$ cat src/rtl/pc_fetch_pkg.sv
// Shared types and constants for the single-outstanding instruction fetch unit.
package pc_fetch_pkg;

    typedef enum logic [1:0] {
        FETCH = 2'd0,
        WAIT  = 2'd1,
        FULL  = 2'd2
    } state_t;

    localparam logic [31:0] PC_INC           = 32'd4;
    localparam logic [31:0] DEFAULT_RESET_PC = 32'h0000_0000;

endpackage

$ cat src/rtl/pc_fetch_inc4.sv
// 32-bit combinational +4; wraps modulo 2^32.
module pc_inc4
    import pc_fetch_pkg::*;
(
    input  logic [31:0] a,
    output logic [31:0] y
);

    assign y = a + PC_INC;

endmodule

$ cat src/rtl/pc_fetch.sv
// Instruction fetch: one request in flight, one instruction held for decode,
// redirects squash whatever is in flight or held.
module pc_fetch
    import pc_fetch_pkg::*;
#(
    parameter logic [31:0] RESET_PC = DEFAULT_RESET_PC
) (
    input  logic        clk,
    input  logic        reset,
    output logic        imem_req_valid,
    output logic [31:0] imem_req_addr,
    input  logic        imem_req_ready,
    input  logic        imem_rsp_valid,
    input  logic [31:0] imem_rsp_data,
    output logic        inst_valid,
    output logic [31:0] inst_data,
    output logic [31:0] inst_pc,
    output logic [31:0] inst_pc_plus4,
    input  logic        inst_ready,
    input  logic        redirect_valid,
    input  logic [31:0] redirect_pc
);

    state_t      state;
    logic [31:0] pc;
    logic [31:0] req_pc;
    logic        drop;
    logic [31:0] pc_next_seq;
    logic [31:0] req_pc_plus4;
    logic [31:0] redirect_aligned;
    logic        accept;

    pc_inc4 u_inc_pc  (.a(pc),     .y(pc_next_seq));
    pc_inc4 u_inc_req (.a(req_pc), .y(req_pc_plus4));

    assign redirect_aligned = {redirect_pc[31:2], 2'b00};
    // Gated by reset so nothing is requested while reset is held.
    assign imem_req_valid   = (state == FETCH) && !reset;
    assign imem_req_addr    = pc;
    assign accept           = imem_req_valid && imem_req_ready;

    always_ff @(posedge clk or posedge reset) begin
        if (reset) begin
            state         <= FETCH;
            pc            <= RESET_PC;
            req_pc        <= 32'h0;
            drop          <= 1'b0;
            inst_valid    <= 1'b0;
            inst_data     <= 32'h0;
            inst_pc       <= 32'h0;
            inst_pc_plus4 <= 32'h0;
        end else begin
            case (state)
                FETCH: begin
                    if (accept) begin
                        req_pc <= pc;
                        state  <= WAIT;
                        drop   <= redirect_valid;
                    end
                    if (redirect_valid)
                        pc <= redirect_aligned;
                    else if (accept)
                        pc <= pc_next_seq;
                end
                WAIT: begin
                    if (redirect_valid) begin
                        pc <= redirect_aligned;
                        // A same-cycle response is the squashed one.
                        if (imem_rsp_valid) begin
                            drop  <= 1'b0;
                            state <= FETCH;
                        end else begin
                            drop  <= 1'b1;
                        end
                    end else if (imem_rsp_valid) begin
                        if (drop) begin
                            drop  <= 1'b0;
                            state <= FETCH;
                        end else begin
                            inst_valid    <= 1'b1;
                            inst_data     <= imem_rsp_data;
                            inst_pc       <= req_pc;
                            inst_pc_plus4 <= req_pc_plus4;
                            state         <= FULL;
                        end
                    end
                end
                FULL: begin
                    if (redirect_valid) begin
                        pc         <= redirect_aligned;
                        inst_valid <= 1'b0;
                        state      <= FETCH;
                    end else if (inst_ready) begin
                        inst_valid <= 1'b0;
                        state      <= FETCH;
                    end
                end
                default: begin
                    state      <= FETCH;
                    inst_valid <= 1'b0;
                end
            endcase
        end
    end

endmodule

$ cat config.mk
export PLATFORM = sky130hd
export DESIGN_NAME = pc_fetch
export DESIGN_NICKNAME = d
export VERILOG_FILES = /design/src/rtl/pc_fetch_pkg.sv /design/src/rtl/pc_fetch_inc4.sv /design/src/rtl/pc_fetch.sv
export SDC_FILE = /design/constraint.sdc
export NUM_CORES = 1
export LEC_CHECK = 0
export BUFFER_PORTS_ARGS = -buffer_cell sky130_fd_sc_hd__buf_2
export CELL_PAD_IN_SITES_DETAIL_PLACEMENT = 1
export CELL_PAD_IN_SITES_GLOBAL_PLACEMENT = 2
export CORE_UTILIZATION = 33
export DETAILED_ROUTE_END_ITERATION = 7
export PLACE_DENSITY = 0.87
export SYNTH_ARGS = -nofsm -noshare
export SYNTH_HDL_FRONTEND = slang
export SYNTH_SLANG_ARGS = --single-unit
$ cat constraint.sdc
create_clock -name clk -period 6.3 [get_ports clk]
set_input_delay 1.26 -clock clk [delete_from_list [all_inputs] [get_ports clk]]
set_output_delay 1.26 -clock clk [all_outputs]
set_load 0.005 [all_outputs]
Yosys cells after proc, flatten, opt, wreduce, memory -nomap -nowiden
Cells that the tools add are included.
{"block": "word_totals", "n_memories": 0, "register_bits": 164, "latchBits": 0, "inputBits": 70, "rom_bits": 0, "ram_bits": 0}
{"block": "op_classes", "n_bitwise": 3, "n_div": 0, "shift": 0, "n_eq_ne": 10, "n_mux": 23, "multipliers": 0, "magnitude_cmp": 0, "n_reduce_logical": 13, "n_addsub": 2}
{"operator": "32-bit 2-to-1 mux", "n": 3}
{"operator": "32-bit by 3-bit adder with 32-bit output (second input constant)", "n": 2}
{"operator": "32-bit case mux with 2 select lines", "n": 1}
{"operator": "2-bit 2-to-1 mux", "n": 7}
{"operator": "1-bit 2-to-1 mux", "n": 9}
{"operator": "3-bit inequality test (second input constant)", "n": 3}
{"operator": "3-bit AND reduction", "n": 3}
{"operator": "2-bit inequality test (second input constant)", "n": 4}
{"operator": "2-bit case mux with 3 select lines", "n": 1}
{"operator": "5-bit AND reduction", "n": 1}
{"operator": "4-bit AND reduction", "n": 1}
{"operator": "2-bit nonzero test", "n": 2}
{"operator": "1-bit NOT", "n": 3}
{"operator": "1-bit case mux with 3 select lines", "n": 1}
{"operator": "2-bit by 1-bit equality test with 1-bit output (second input constant)", "n": 1}
{"operator": "2-bit equality test (second input constant)", "n": 1}
{"operator": "1-bit logical AND", "n": 2}
{"operator": "2-bit logical NOT", "n": 1}
{"operator": "2-bit by 1-bit inequality test with 1-bit output (second input constant)", "n": 1}
{"operator": "1-bit case mux with 2 select lines", "n": 1}
{"operator": "2-bit AND reduction", "n": 1}
{"operator": "2-bit OR reduction", "n": 1}
{"operator": "1-bit logical NOT", "n": 1}

Logic depth before layout (Yosys ltp)
{"block": "logic_depth", "word_depth": 6, "mapped_depth": 8, "ltp_nobuf": 7}

Modules after synthesis
A second synthesis with hierarchy kept.
{"block": "hier_totals", "hier_cells": 580, "area_unflattened_um2": 7867.5}
{"module": "pc_fetch", "n_inst": 1, "area_each_um2": 6706.4, "cells_each": 414}
{"module": "pc_inc4", "n_inst": 2, "area_each_um2": 580.6, "cells_each": 83}

Least setup slack after synthesis
Ideal clock, no wire load.
{"block": "synth_path", "path_type": "input to output", "start": "input port reset", "end": "output port imem_req_valid", "stages": 1, "setup_slack_ps": 3634, "path_buffers": 0, "t_arrival_ps": 1406, "cell_sequence": "nor2b_1"}
{"block": "synth_between", "elab_chain_cells": 2}
{"item": "start, declared", "line": "pc_fetch.sv:9", "source": "input logic reset,"}
{"item": "1-bit logical NOT (no source line)"}
{"item": "1-bit logical AND", "line": "pc_fetch.sv:38", "source": "assign imem_req_valid = (state == FETCH) && !reset;"}
{"item": "end, declared", "line": "pc_fetch.sv:10", "source": "output logic imem_req_valid,"}
No other way between the ends.

Worst setup path in the final report
{"block": "layout_path", "start": "input port redirect_valid", "end": "register inst_data[2]"}
{"block": "layout_between", "elab_chain_cells": 2}
{"item": "start, declared", "line": "pc_fetch.sv:20", "source": "input logic redirect_valid,"}
{"item": "1-bit NOT (no source line)"}
{"item": "4-bit AND reduction (no source line)"}
{"item": "end signal, assigned", "line": "pc_fetch.sv:81", "source": "inst_data <= imem_rsp_data;"}
{"item": "end, declared", "line": "pc_fetch.sv:16", "source": "output logic [31:0] inst_data,"}
No other way between the ends.
A chain may end at the register's enable or synchronous reset.

==> summary by stage <==
Timing
The final critical delay including setup and external delays is 3000 ps. The achievable frequency is 0.334 GHz. Setup repair after global routing left no endpoint under its margin. The worst-case clock skew is 12.0 ps. The remaining max-slew budget at the tightest pin is 38.8%. The final count of hold timing violations was 0.

The setup-violating endpoint count in the final report is 0. For the final routed database, the setup TNS stands at 0 ps. The tightest hold path in the finished design has a slack of 474 ps. The final number of max-transition violations came to 0.

Setup slack closes at 3300 ps. The slew at the pin closest to its max-slew limit is 918 ps. After layout, the worst path uses 47.6% of the clock period.

Status
The run finished with clean final reports.

Drt
The antenna violation net count after detailed routing is 0. The DRC violation count after routing is 0. Before antenna repair, the detailed router went through 4 iterations.

After the first detailed-routing iteration, the DRC count stood at 322. The routed layout has 5718 vias. Wires add up to 20200 um. After detailed routing, the average wire length per cell comes to 18.0 um. After detailed routing, the number of vias per cell comes to 5.09.

Layout
The sequential cell area is 3900 um^2. The multi-input combinational cells in the finished layout cover a total of 3180 um^2. Leaving out fill and tap cells, the most frequent cells in the layout are buf_2, dfrtp_1, mux2_2, nand2_1, o21ai_0. After filler insertion, the fill cell instance count of the layout stands at 2447.

The core occupancy in the finished layout is 42.4%. Compared with the post-synthesis result, the final layout area differs by 24.3%. The library cell used most frequently in the layout, excluding fill and tap cells, is buf_2. The antenna diode count is 0. The finished cells cover 9020 um^2. For this run, the post-layout net count is 913.

Cells with a size suffix above 1 make up 39.2% of the layout.

Worst setup path
The signal on the critical path passes through buf_2 -> nor2_1 -> nand3_4 -> buf_4 -> mux2_2. The buffering stage count on the worst path with inverters included is 2. At the worst endpoint, the arrival time is 3290 ps.

Data on the critical path is required at its endpoint by 6590 ps. The startpoint-to-endpoint class of the critical path is in -> reg. The critical path capture point type is a flip-flop.

The cell family contributing the most delay on the critical path is buffers and inverters. The worst-path maximum fanout is 66. The largest individual stage delay along the critical path comes from the cell buf_4. On the worst path, the slowest cell contributes a delay of 680 ps. The kind of start point of the critical path is a primary input.

Yosys
The number of different library cells used by synthesis comes to 57. The sequential share of the synthesized area is 53.8%. The mean instance size in the synthesized netlist is 11.1 um^2. The prevailing post-synth register cell is dfrtp_1. Counting flops with a built-in enable in the synthesized netlist gives 0. The cell count after synthesis is 655. The Yosys warning count is 0.

After synthesis the netlist holds a flip-flop and latch count of 156. After synthesis, the share of flip-flops with an asynchronous set or reset is 100%. The summed instance area of the synthesized netlist is 7260 um^2.

CTS
At the later pin of the worst-skew pair, clock insertion delay measures 410 ps. The H-tree was split into 4 levels. Buffers added to address setup during post-CTS repair amount to 0. The worst-case clock buffer depth is 2. The total clock buffers created by CTS is 17.

Once the clock tree was built, the resizer swapped 0 gates to a different size. The clock slew seen by the registers of the worst setup and hold paths is 60 ps. TritonCTS built the clock tree. The number of hold buffers added after CTS is 0. The tree is rooted in a clkbuf_16. Counting every sink on the clock net gives 156.

Die
The floorplan step set the die width to 150 um. The floorplan step set the die height to 150 um. The area of the die is 22600 um^2. In this run the core area contains 53 standard-cell rows. 200 I/O pins were placed. The starting density of the core is 34.1%.

The total area inside the core boundary comes to 21300 um^2.

Place
Routability-driven placement finished with a final weighted congestion of 0.850. The worst-case setup slack after placement is 2860 ps. The number of buffer cells added on primary ports is 191. The HPWL after detailed placement is 14400 um. The cell area reported after detailed placement is 8480 um^2.

Global routing
The global-route wire length before repair is 32000 um. The maximum number of pins on one net before global-route repair is 86. Across every metal layer, demand over resource in global routing totals 18.5%. Summed over all layers, the global routing overflow is 0. The number of global-route vias before repair came to 5687.

The initial antenna violation count came to 0.

Power and ir drop
The worst voltage drop across the vdd grid is 0.245 mV. In this run the power density over the cells is 537 nW/um^2. In this run the static leakage power is 4.08 nW.

Hold path
The worst hold path belongs to the class reg -> reg.

Run
Across the run, the number of max-cap violations was 0.
-- synth_stat cells (all sizes together), types with 11 or more instances --
library cell,number,area [um^2]
dfrtp,156,3900
mux2,88,991
nand2,69,259
o21ai,47,239
nor2,36,135
a21oi,31,159
nand3,23,115
clkbuf,21,78.8
buf,19,108
nand4,18,143
xor2,16,140
and3,15,93.8
xnor2,12,105
inv,11,41.3
-- flip-flops by register name (all words and copies together) (netlist names) --
signal         cells
inst_pc_plus4     30
inst_data         32
req_pc            30
imem_req_addr     30
state              2
inst_valid         1
drop               1
inst_pc           30
-- metal layers --
layer  track usage, %  routed length [um]  share of wire [%]
met1             26.4                9690                 48
met2             28.8                9420                 47
met3             4.06                1050                5.2
met4             3.59                  89               0.44
met5                0                   0                  0
-- stage by stage --
| step | instances | total power (W) |
|---|---|---|
| after floorplan | 660 | 0.00307 |
| after global placement | 1092 | 0.00386 |
| after detailed placement | 1092 | 0.00395 |
| after CTS | 1124 | 0.00492 |
| after global routing | 1124 | 0.00524 |
| final | 1124 | 0.00485 |
-- worst register-to-register path, delay by kind of cell, from the launching register on --
family / cells / cell delay [ps]
AND/OR/NAND/NOR: 1 / 610
multiplexers: 1 / 400
adder cells (fa/ha/maj): 1 / 350
buffers and inverters: 2 / 770
flip-flops: 1 / 420
-- worst paths after layout --
check,from,endpoint,slack [ps],cells past startpoint
setup / recovery,redirect_valid,inst_data[2]$_DFFE_PP0P_,3300,5
hold / removal,inst_pc_plus4[2]$_DFFE_PP0P_,inst_pc_plus4[2]$_DFFE_PP0P_,470,2
setup reg to reg,state[1]$_DFFE_PP0P_,inst_data[2]$_DFFE_PP0P_,3620,5
hold reg to reg,inst_pc_plus4[2]$_DFFE_PP0P_,inst_pc_plus4[2]$_DFFE_PP0P_,470,2
max in group asynchronous,reset,inst_pc[30]$_DFFE_PP0P_,3870,3
min in group asynchronous,reset,state[1]$_DFFE_PP0P_,1010,2
-- kinds of logic (layout without fill, tap and decap cells) --
logic type      after synthesis  in the layout  share of synthesized area, %
flops                       156            156                          53.8
xor+xnor                     28             28                          3.38
compound gates              126            126                          10.8
simple gates                196            196                          13.7
mux                          90             90                          13.9
buf+inv                      51            240                          3.14
other cells                   1              6                        0.0517
fa+ha+maj                     7              7                          1.21
-- final cells by class --
| class | count | share of cell area (%) |
|---|---|---|
| sequential | 156 | 43.3 |
| multi-input combinational | 453 | 35.3 |
| timing repair buffer | 197 | 11.1 |
| clock buffer | 17 | 4.72 |
| tap | 275 | 3.82 |
| clock inverter | 15 | 1.28 |
| inverter | 11 | 0.513 |
-- where the power goes --
part | leakage [nW] | switching (W) | internal (W)
logic | 1.98 | 0.000961 | 0.000922
registers | 1.85 | 0.000512 | 0.00150
clock network | 0.257 | 0.000439 | 0.000510
(Power assumes the default switching activity.)
